**src/rtl/page_buffer_reader.sv**
```systemverilog
// page_buffer_reader: reads a contiguous run of bits from a 1024x1 page buffer.
// The buffer has registered read data and an active-low read enable. Bits are
// packed MSB-first into bytes, and each byte is handed downstream over a
// valid/ready handshake. Every output comes straight from a flop.
module page_buffer_reader (
    input  logic        MCLK,
    input  logic        RESET,
    input  logic        START,
    input  logic [9:0]  STARTADDR,
    input  logic [10:0] BITCOUNT,
    output logic        BUSY,
    output logic        DONE,
    output logic [9:0]  RDADDR,
    output logic        nRDCLKEN,
    input  logic        RAMDOUT,
    output logic [7:0]  BYTE_DATA,
    output logic        BYTE_VALID,
    input  logic        BYTE_READY
);

    typedef enum logic [2:0] {
        S_IDLE    = 3'd0,
        S_FETCH   = 3'd1,
        S_DRAIN   = 3'd2,
        S_PRESENT = 3'd3,
        S_FINISH  = 3'd4
    } state_t;

    state_t      r_state;
    state_t      w_next_state;
    logic [9:0]  r_addr;        // doubles as RDADDR: always the last address read
    logic [10:0] r_remaining;   // bits still to be read
    logic [2:0]  r_bitpos;      // read index within the current byte
    logic        r_cap_valid;   // a read was issued last cycle, so RAMDOUT is live
    logic [2:0]  r_cap_pos;     // byte position that the live RAMDOUT bit belongs to
    logic [7:0]  r_shift;
    logic [7:0]  r_byte;
    logic        r_busy;
    logic        r_done;
    logic        r_valid;
    logic        r_nrdclken;
    logic [10:0] w_count;
    logic [7:0]  w_shift_next;
    logic        w_busy;
    logic        w_done;
    logic        w_valid;
    logic        w_nrdclken;

    assign w_count = (BITCOUNT > 11'd1024) ? 11'd1024 : BITCOUNT;

    // State register
    always_ff @(posedge MCLK) begin
        if (RESET) begin
            r_state <= S_IDLE;
        end else begin
            r_state <= w_next_state;
        end
    end

    // Next-state logic
    always_comb begin
        w_next_state = r_state;
        case (r_state)
            S_IDLE: begin
                if (START) begin
                    w_next_state = (w_count == 11'd0) ? S_FINISH : S_FETCH;
                end else begin
                    w_next_state = S_IDLE;
                end
            end
            S_FETCH: begin
                // The read issued this cycle is the last one for the current byte.
                if ((r_bitpos == 3'd7) || (r_remaining == 11'd1)) begin
                    w_next_state = S_DRAIN;
                end else begin
                    w_next_state = S_FETCH;
                end
            end
            S_DRAIN: w_next_state = S_PRESENT;
            S_PRESENT: begin
                if (BYTE_READY) begin
                    w_next_state = (r_remaining != 11'd0) ? S_FETCH : S_FINISH;
                end else begin
                    w_next_state = S_PRESENT;
                end
            end
            S_FINISH: w_next_state = S_IDLE;
            default:  w_next_state = S_IDLE;
        endcase
    end

    // Output decode from the next state, so the registered outputs line up with the state
    always_comb begin
        w_busy     = 1'b0;
        w_done     = 1'b0;
        w_valid    = 1'b0;
        w_nrdclken = 1'b1;
        case (w_next_state)
            S_FETCH: begin
                w_busy     = 1'b1;
                w_nrdclken = 1'b0;
            end
            S_DRAIN:   w_busy = 1'b1;
            S_PRESENT: begin
                w_busy  = 1'b1;
                w_valid = 1'b1;
            end
            S_FINISH:  w_done = 1'b1;
            default:   w_busy = 1'b0;
        endcase
    end

    // Output registers
    always_ff @(posedge MCLK) begin
        if (RESET) begin
            r_busy     <= 1'b0;
            r_done     <= 1'b0;
            r_valid    <= 1'b0;
            r_nrdclken <= 1'b1;
        end else begin
            r_busy     <= w_busy;
            r_done     <= w_done;
            r_valid    <= w_valid;
            r_nrdclken <= w_nrdclken;
        end
    end

    // Address and bit counters; the address only advances on entry to another read
    always_ff @(posedge MCLK) begin
        if (RESET) begin
            r_addr      <= 10'd0;
            r_remaining <= 11'd0;
            r_bitpos    <= 3'd0;
        end else begin
            case (r_state)
                S_IDLE: begin
                    if (START) begin
                        r_addr      <= STARTADDR;
                        r_remaining <= w_count;
                        r_bitpos    <= 3'd0;
                    end
                end
                S_FETCH: begin
                    r_remaining <= r_remaining - 11'd1;
                    r_bitpos    <= r_bitpos + 3'd1;
                    if (w_next_state == S_FETCH) begin
                        r_addr <= r_addr + 10'd1;
                    end
                end
                S_PRESENT: begin
                    if (w_next_state == S_FETCH) begin
                        r_addr   <= r_addr + 10'd1;
                        r_bitpos <= 3'd0;
                    end
                end
                default: r_remaining <= r_remaining;
            endcase
        end
    end

    // Place the live RAMDOUT bit into its byte position, MSB first
    always_comb begin
        w_shift_next = r_shift;
        if (r_cap_valid) begin
            w_shift_next[3'd7 - r_cap_pos] = RAMDOUT;
        end else begin
            w_shift_next = r_shift;
        end
    end

    // Capture pipeline; byte assembly is cleared at the start of each byte
    always_ff @(posedge MCLK) begin
        if (RESET) begin
            r_cap_valid <= 1'b0;
            r_cap_pos   <= 3'd0;
            r_shift     <= 8'h00;
            r_byte      <= 8'h00;
        end else begin
            r_cap_valid <= (r_state == S_FETCH);
            r_cap_pos   <= r_bitpos;
            if ((r_state != S_FETCH) && (w_next_state == S_FETCH)) begin
                r_shift <= 8'h00;
            end else begin
                r_shift <= w_shift_next;
            end
            if (r_state == S_DRAIN) begin
                r_byte <= w_shift_next;
            end
        end
    end

    assign BUSY       = r_busy;
    assign DONE       = r_done;
    assign BYTE_VALID = r_valid;
    assign nRDCLKEN   = r_nrdclken;
    assign RDADDR     = r_addr;
    assign BYTE_DATA  = r_byte;

endmodule

```
**config.mk**
```make
export PLATFORM = sky130hd
export DESIGN_NAME = page_buffer_reader
export DESIGN_NICKNAME = d
export VERILOG_FILES = /design/src/rtl/page_buffer_reader.sv
export SDC_FILE = /design/constraint.sdc
export NUM_CORES = 1
export LEC_CHECK = 0
export CAP_MARGIN = 0
export CORE_MARGIN = 10
export CORE_UTILIZATION = 56
export CTS_CLUSTER_DIAMETER = 80
export DETAILED_ROUTE_END_ITERATION = 10
export PLACE_DENSITY = 0.85
export REMOVE_ABC_BUFFERS = 1
export SKIP_CTS_REPAIR_TIMING = 1
export SYNTH_ARGS = -nofsm -noshare
export SYNTH_HDL_FRONTEND = slang
export SYNTH_SLANG_ARGS = --single-unit
```
**constraint.sdc**
```tcl
create_clock -name MCLK -period 3.4 [get_ports MCLK]
set_input_delay 1.02 -clock MCLK [delete_from_list [all_inputs] [get_ports MCLK]]
set_output_delay 1.02 -clock MCLK [all_outputs]
set_load 0.02 [all_outputs]
```
Yosys cells after proc, flatten, opt, wreduce, memory -nomap -nowiden. Cells that the tools add are included.

Bits in registers: 51. Output and inout bits: 22.

Add/sub/neg operators: 4. Order comparisons: 3. Eq/ne operators: 13. Mux-type cells: 23. Reduce and logical (&&, ||, !) cells: 15.

Operators with widths (number): two-way mux 11 bit (2); case mux 11 bit (2 select lines) (1); two-way mux 10 bit (2); case mux 10 bit (2 select lines) (1); two-way mux 3 bit (6); == test 3 x 2 -> 1 bit (second input constant) (4); case mux 3 bit (4 select lines) (1); == test 11 x 1 -> 1 bit (second input constant) (1); > comparator 11 bit (second input constant) (1); logical NOT 11 bit (1); nonzero test 11 bit (1); subtractor 11 x 1 -> 11 bit (second input constant) (1); adder 10 x 1 -> 10 bit (second input constant) (1); case mux 3 bit (3 select lines) (1); bitwise mux 8 bit (1); two-way mux 8 bit (1); == test 3 x 1 -> 1 bit (second input constant) (2); == test 3 bit (second input constant) (2); AND reduction 3 bit (2); two-way mux 1 bit (5); < comparator 3 x 4 -> 1 bit (second input constant) (1); != test 2 bit (second input constant) (2); nonzero test 2 bit (2); OR reduction 2 bit (2); other kinds (13) (14).

Longest topological paths before layout. Gate-level depths: netlist of run 1.

Word-level depth: 9. Mapped depth: 8.

Least setup slack after synthesis of run 1. Ideal clock, no wire load.

Path kind: input to register. From: input BITCOUNT[4]. To: register r_busy (netlist: BUSY). Library setup time: 120 ps. Data arrival time: 2208 ps. Data required time: 3280 ps. Path slack: 1072 ps. Stages: 5. Buffers on the path: 0. Cells stage by stage: nor4_1 a41oi_1 o41a_1 and2_2 or2_1.

Longest elaborated chain between the ends: 9. Elaborated cells between the ends (all ways): 11. Those cells by class: order compare (1); eq/ne (3); mux (5); reduce/logical (2).

Ends and longest elaborated chain: from (decl) (RTL line 10) `input logic [10:0] BITCOUNT,`; > comparator 11 bit (RTL line 49) `assign w_count = (BITCOUNT > 11'd1024) ? 11'd1024 : BITCOUNT;`; two-way mux 11 bit * (RTL line 49); logical NOT 11 bit * (RTL line 66) `w_next_state = (w_count == 11'd0) ? S_FINISH : S_FETCH;`; two-way mux 3 bit * (RTL line 66); two-way mux 3 bit * (RTL line 65) `if (START) begin`; case mux 3 bit (4 select lines) * (RTL line 63) `case (r_state)`; == test 3 x 1 -> 1 bit / == test 3 x 2 -> 1 bit (equally long branches) (RTL line 98) `case (w_next_state)`; OR reduction 3 bit (no source line) *; two-way mux 1 bit * (RTL line 98); to (signal assigned) (RTL line 121) `r_busy <= w_busy;`; to (decl) (RTL line 38) `logic r_busy;`.

Mark *: on every way between the ends. The rest lies on a longest branch, timed or not. A chain may end at the register's enable or synchronous reset.

Final worst setup path of run 1.
From: input BYTE_READY. To: register r_addr[1] (netlist: RDADDR[1]).

Longest elaborated chain between the ends: 5.

Ends and longest elaborated chain: from (decl) (RTL line 18) `input logic BYTE_READY`; two-way mux 3 bit (RTL line 81) `if (BYTE_READY) begin`; case mux 3 bit (4 select lines) (RTL line 63); == test 3 x 1 -> 1 bit (RTL line 146, 151); != test 2 x 1 -> 1 bit (no source line); AND reduction 3 bit (no source line); to (signal assigned) (RTL line 147) `r_addr <= r_addr + 10'd1;`; to (signal assigned) (RTL line 152) `r_addr <= r_addr + 10'd1;`; to (decl) (RTL line 31) `logic [9:0] r_addr;`.

Every way passes these cells.

==> flow_metrics.env, run 1 <==
export IMPL_clk_slew_on_worst_s_h_paths_ps=100
export IMPL_dp_cells=379
export IMPL_drv_cap=0
export IMPL_mappedNetlistArea_um2=2510
export IMPL_cts_made_buffers=5
export IMPL_max_freq_ghz=0.359
export IMPL_fin_crit_sh_pct=81.9
export IMPL_clkLatencyLatePin_ps=310
export IMPL_worst_slew_margin_rel_pct=36.0
export IMPL_cts_max_path_buffers=2
export IMPL_p_seq_share_pct=40.1
export IMPL_criticalPathCategory="in -> reg"
export IMPL_drive_gt1_share_pct=7.78
export IMPL_synth_enable_flop_cells=0
export IMPL_numClockSinks=51
export IMPL_p_clk_share_pct=17.1
export IMPL_stdcell_count=386
export IMPL_grt_setup_unrepaired="false"
export IMPL_finalWorstPathRequiredPeriod_ps=2790
export IMPL_cts_max_level=2
export IMPL_first_iter_violations=187
export IMPL_final_setup_worst_slack_ps=615
export IMPL_internal_power_uw=1250
export IMPL_setup_viol=0
export IMPL_cellPowerDensity_nw_per_um2=671
export IMPL_grt_pass1_vias=2322
export IMPL_numPortBuffers=47
export IMPL_dp_hpwl_mm=4.61
export IMPL_arrival_ps=3020
export IMPL_dp_slack_ps=333
export IMPL_cp_data_required_time_ps=3640
export IMPL_power_switching_uw=837
export IMPL_worst_slew_pin_transition_ps=956
export IMPL_power_share_switching_pct=40.1
export IMPL_fin_clk_skew_ps=17.3
export IMPL_vias_per_cell=6.16
export IMPL_initial_core_util_pct=57.7
export IMPL_grt_first_pass_wirelength_mm=10.7
export IMPL_power_leakage_uw=0.00113
export IMPL_synth_warnings=0
export IMPL_antennaDiodeCount=0
export IMPL_num_fill_cells=335
export IMPL_nets=365
export IMPL_finalHoldViolCount=0
export IMPL_post_drt_wl_per_cell_um=16.4
export IMPL_final_max_slew_violation_count=0
export IMPL_synthTopCellsByArea="dfxtp_1, nor2_1, mux2i_1"
export IMPL_layout_utilization_pct=71.5
export IMPL_synth_cells=289
export IMPL_cp_bufs_invs=1
export IMPL_vias=2379
export IMPL_layout_cells_most_common_list="dfxtp_1, clkdlybuf4s50_1, nor2_1"
export IMPL_syn_mean_instance_area_um2=8.69
export IMPL_most_common_cell_after_layout_fill_and_taps_aside="dfxtp_1"
export IMPL_rows=24
export IMPL_comb_power_share_pct=42.8
export IMPL_wirelength_routed_mm=6.33
export IMPL_post_synth_num_cell_types=60
export IMPL_postSynth_topFlopCell="dfxtp_1"
export IMPL_core_area_um2=4350
export IMPL_finalSetupTns_ps=0
export IMPL_slowest_stage_cell_cp="clkdlybuf4s50_1"
export IMPL_ys_seq_area_share_pct=40.7
export IMPL_vdd_ir_drop_worst_mv=0.427
export IMPL_run_status="complete, no violations"
export IMPL_global_route_overflow_total=0
export IMPL_gp_routability_congestion=0.883
export IMPL_layout_area_overhead_vs_synth_pct=24.0
export IMPL_cp_cell_sequence="clkdlybuf4s50_1 > and2_1 > a21boi_0 > nor3_2 > o21a_1 > mux2i_1"
export IMPL_ant_nets=0
export IMPL_cp_launch_type="input pin"
export IMPL_critical_path_endpoint_type="flop"
export IMPL_detailed_route_drc_error_count=0
export IMPL_async_flop_share_pct=0
export IMPL_die_h_um=87.0
export IMPL_critical_path_max_stage_delay_ps=520
export IMPL_master_cell_of_the_clock_root_buffer="clkbuf_8"
export IMPL_min_delay_path_class="reg -> reg"
export IMPL_synth_top_area_cell="dfxtp_1"
export IMPL_pin_count_of_the_biggest_net_entering_global_routing=33
export IMPL_floorplan_io_pins=48
export IMPL_cts_tree="yes"
export IMPL_chipWidth_um=87.0
export IMPL_grt_antenna_before_repair=0
export IMPL_detail_route_first_pass_iterations=5
export IMPL_design_die_area_um2=7560
export IMPL_grt_usage_pct=16.9
export IMPL_synth_ff_latch_count=51
export IMPL_crit_path_max_fanout=10
export IMPL_worst_path_dominant_cell_family="compound AO/OA/AOI/OAI gates"
export IMPL_post_synth_top_area_fraction_pct=40.7
export IMPL_hold_worst_slack_ps=470
[path summary, 6_finish.rpt]
| check | from | to | slack, ps | cells after the start |
|---|---|---|---|---|
| worst max register to register | r_remaining[0]$_SDFFE_PP0P_ | RDADDR[1]$_SDFFE_PP0P_ | 790 | 7 |
| worst max-delay path | BYTE_READY | RDADDR[1]$_SDFFE_PP0P_ | 610 | 6 |
| worst min-delay path | r_bitpos[2]$_SDFFE_PP0P_ | r_cap_pos[2]$_SDFF_PP0_ | 470 | 2 |
| worst min register to register | r_bitpos[2]$_SDFFE_PP0P_ | r_cap_pos[2]$_SDFF_PP0_ | 470 | 2 |
[kinds of logic after synthesis]
kind of cell,count (synthesis),synth area share [%]
mux,10,3.99
simple gates,129,27.1
compound gates,72,21.7
flops,51,40.7
fa+ha+maj,5,2.49
buf+inv,22,4.14
[synth_stat cells (2+ instances only)]
cell and n:
a211oi_1 9, a21o_1 2, a21oi_1 18, a31oi_1 3, a41oi_1 2, and2_1 2
and2_2 2, buf_2 2, buf_4 3, clkbuf_1 7, dfxtp_1 51, ha_1 5
inv_1 8, mux2i_1 10, nand2_1 26, nand2b_1 2, nand3_1 8, nand4_1 4
nand4b_1 2, nor2_1 39, nor2b_1 3, nor3_1 13, nor3b_1 5, nor3b_2 2
nor4_1 5, nor4b_1 2, o21ai_0 5, o311ai_0 7, o31ai_1 6, o32ai_2 2
or3_1 3, or4_1 3
[stage by stage]
stage          total power (uW)  instance area [um2]
3_5_place_dp               1730                 3020
5_1_grt                    2230                 3110
2_1_floorplan              1400                 2440
6_report                   2090                 3110
3_3_place_gp               1700                 3020
4_1_cts                    2090                 3110
[flip-flops by register name, indices dropped and copies added, names as in the netlist]
signal and count:
r_remaining 11, RDADDR 10, BYTE_DATA 8, r_shift 8
r_bitpos 3, r_cap_pos 3, r_state 3, BUSY 1
BYTE_VALID 1, DONE 1, nRDCLKEN 1, r_cap_valid 1
[tightest hold or removal path, stage by stage (launching register included)]
cell     delay [ps]
dfxtp_1         320
nand2_1          80
inv_1            40
[metal layers]
metal  global-route usage, %  part of all wire, %  vias up
met5                       0                    0        -
met4                    5.89                  1.0        0
met3                    4.31                  6.6        7
met2                    28.3                   49       80
met1                    20.2                   44     1126
li1                        -                    -     1166
[cell type report]
class	count	area, um2	share of cell area, %
inverters	8	30.0	0.964
multi-input cells	216	1390	44.5
well taps	52	65.1	2.09
repair buffers	52	520	16.7
clock inverters	1	8.76	0.281
clock buffers	6	82.6	2.65
flip-flops and latches	51	1020	32.8
[power by group through the flow]
stage,Combinational [uW],Sequential [uW],Clock (uW)
floorplan,528,876,0
global placement,859,842,0
detailed placement,881,846,0
CTS,889,833,369
global route,986,857,385
finish,895,838,358
(Power assumes the default switching activity.)
==> inputs of run 2 (changes only) <==
Settings changed: CORE_UTILIZATION 56 to 52, PLACE_DENSITY 0.85 to 0.8.
Clock period 3.4 ns to 2.7 ns, I/O delays scaled along.
==> run 2 against run 1 <==
  * Cell count up 3.9%
  * Worst setup slack worse by 300 ps
  * Critical path type unchanged
  * Critical path depth did not move
  * Global-route usage decreased by 0.43 points
  * Sequential cell count unchanged
  * First-iteration DRC count shrank 44%
  * Clock-buffer cell count did not move
  * Critical endpoint is now r_shift[1]$_SDFF_PP0_
  * Non-clock buffer count increased by 12
  * Largest power group unchanged
  * Register-to-register slack lost 250 ps
  * Die area is 5.9% higher
  * Hold slack lost 3.7 ps
  * Sequential share of layout area is 0.90 points lower
==> flow_metrics.env, run 2 (same netlist as run 1, synthesis figures left out) <==
export IMPL_global_route_overflow_total=0
export IMPL_cts_max_level=2
export IMPL_grt_antenna_before_repair=0
export IMPL_detail_route_first_pass_iterations=4
export IMPL_comb_power_share_pct=43.4
export IMPL_finalWorstPathRequiredPeriod_ps=2380
export IMPL_layout_cells_most_common_list="dfxtp_1, clkdlybuf4s50_1, nor2_1"
export IMPL_design_die_area_um2=8010
export IMPL_detailed_route_drc_error_count=0
export IMPL_most_common_cell_after_layout_fill_and_taps_aside="dfxtp_1"
export IMPL_final_max_slew_violation_count=0
export IMPL_max_freq_ghz=0.420
export IMPL_finalHoldViolCount=0
export IMPL_pin_count_of_the_biggest_net_entering_global_routing=18
export IMPL_final_setup_worst_slack_ps=319
export IMPL_wirelength_routed_mm=6.11
export IMPL_cts_made_buffers=5
export IMPL_hold_worst_slack_ps=466
export IMPL_dp_cells=393
export IMPL_drive_gt1_share_pct=11.2
export IMPL_grt_usage_pct=16.4
export IMPL_cts_tree="yes"
export IMPL_p_clk_share_pct=17.5
export IMPL_layout_utilization_pct=68.2
export IMPL_vias_per_cell=5.82
export IMPL_whs_path_depth=2
export IMPL_first_iter_violations=104
export IMPL_fin_crit_sh_pct=88.2
export IMPL_min_delay_path_class="reg -> reg"
export IMPL_numPortBuffers=47
export IMPL_vias=2332
export IMPL_layout_area_overhead_vs_synth_pct=27.5
export IMPL_power_switching_uw=1050
export IMPL_criticalPathCategory="in -> reg"
export IMPL_cts_max_path_buffers=2
export IMPL_worstHoldEndpoint="r_cap_pos[1]$_SDFF_PP0_"
export IMPL_chipWidth_um=89.5
export IMPL_power_leakage_uw=0.00119
export IMPL_gp_routability_congestion=0.834
export IMPL_num_fill_cells=408
export IMPL_cellPowerDensity_nw_per_um2=836
export IMPL_cp_data_required_time_ps=2950
export IMPL_worst_slew_pin_transition_ps=562
export IMPL_rr_endpoint="RDADDR[5]$_SDFFE_PP0P_"
export IMPL_hold_start="r_bitpos[1]$_SDFFE_PP0P_"
export IMPL_dp_slack_ps=-6.61
export IMPL_max_flop_register="r_remaining"
export IMPL_floorplan_io_pins=48
export IMPL_vdd_ir_drop_worst_mv=0.419
export IMPL_internal_power_uw=1630
export IMPL_master_cell_of_the_clock_root_buffer="clkbuf_8"
export IMPL_crit_path_max_fanout=8
export IMPL_run_status="complete, no violations"
export IMPL_power_share_switching_pct=39.2
export IMPL_p_seq_share_pct=39.1
export IMPL_rows=25
export IMPL_critical_path_endpoint_type="flop"
export IMPL_dp_hpwl_mm=4.60
export IMPL_post_drt_wl_per_cell_um=15.2
export IMPL_antennaDiodeCount=0
export IMPL_die_h_um=89.5
export IMPL_worst_slew_margin_rel_pct=62.5
export IMPL_cp_launch_type="input pin"
export IMPL_numClockSinks=51
export IMPL_grt_setup_unrepaired="false"
export IMPL_stdcell_count=401
export IMPL_reg2reg_depth=9
export IMPL_setup_viol=0
export IMPL_grt_first_pass_wirelength_mm=10.7
export IMPL_clkLatencyLatePin_ps=310
export IMPL_ant_nets=0
export IMPL_timing_reg2reg_setup_slack_ps=540
export IMPL_initial_core_util_pct=53.5
export IMPL_fin_clk_skew_ps=7.02
export IMPL_arrival_ps=2630
export IMPL_core_area_um2=4690
export IMPL_nets=377
export IMPL_grt_pass1_vias=2305
export IMPL_clk_slew_on_worst_s_h_paths_ps=90
export IMPL_largest_register_ffs=11
export IMPL_rr_startpoint="r_remaining[0]$_SDFFE_PP0P_"
export IMPL_drv_cap=0
run 2: cell count changes in the layout (fill, tap and decap cells not counted), sizes merged:
cell      change
buf          +12
clkinv        +1
clkinvlp      +1
inv           -1
run 2: final cells by class:
class                   count  area (um2)  share of cell area [%]
multi-input cells         216        1390                    43.3
flip-flops and latches     51        1020                    31.9
repair buffers             64         598                    18.7
clock buffers               6        82.6                    2.58
well taps                  54        67.6                    2.11
inverters                   8        30.0                   0.938
clock inverters             2        16.3                   0.508
run 2: per-layer routing:
layer | track usage [%] | vias to the layer above | share of wire (%)
met5 | 0 | - | 0
met4 | 4.05 | 0 | 1.0
met3 | 4.10 | 5 | 5.4
met2 | 27.9 | 52 | 49
met1 | 20.2 | 1086 | 45
li1 | - | 1189 | -
run 2: stage by stage:
step                TNS, ps  total power, uW  cell area, um2
floorplan                 0             1770            2440
finish                    0             2680            3200
global placement          0             2200            3100
detailed placement    -11.9             2220            3100
global route              0             2860            3200
CTS                       0             2690            3200
run 2: worst max-delay path by stage:
stage           startpoint                      to  slack, ps  depth (start not counted)
2_1_floorplan        START   r_shift[2]$_SDFF_PP0_        500                          5
3_3_place_gp   BITCOUNT[4]         BUSY$_SDFF_PP0_          5                          7
3_5_place_dp   BITCOUNT[0]   r_shift[1]$_SDFF_PP0_         -7                          6
4_1_cts        BITCOUNT[0]   r_shift[1]$_SDFF_PP0_        300                          6
5_1_grt         BYTE_READY  RDADDR[4]$_SDFFE_PP0P_        180                          7
6_report       BITCOUNT[0]   r_shift[1]$_SDFF_PP0_        320                          6
run 2: critical path, stage by stage:
cell and delay (ps):
clkdlybuf4s50_1 420, nor4_1 380, a41oi_1 190, o41a_1 370, a41o_2 340, nor2_1 110
run 2: power groups by stage:
stage | Clock [uW] | Combinational [uW] | Sequential (uW)
2_1_floorplan | 0 | 665 | 1100
3_3_place_gp | 0 | 1140 | 1060
3_5_place_dp | 0 | 1150 | 1060
4_1_cts | 480 | 1160 | 1050
5_1_grt | 501 | 1290 | 1080
6_report | 469 | 1160 | 1050
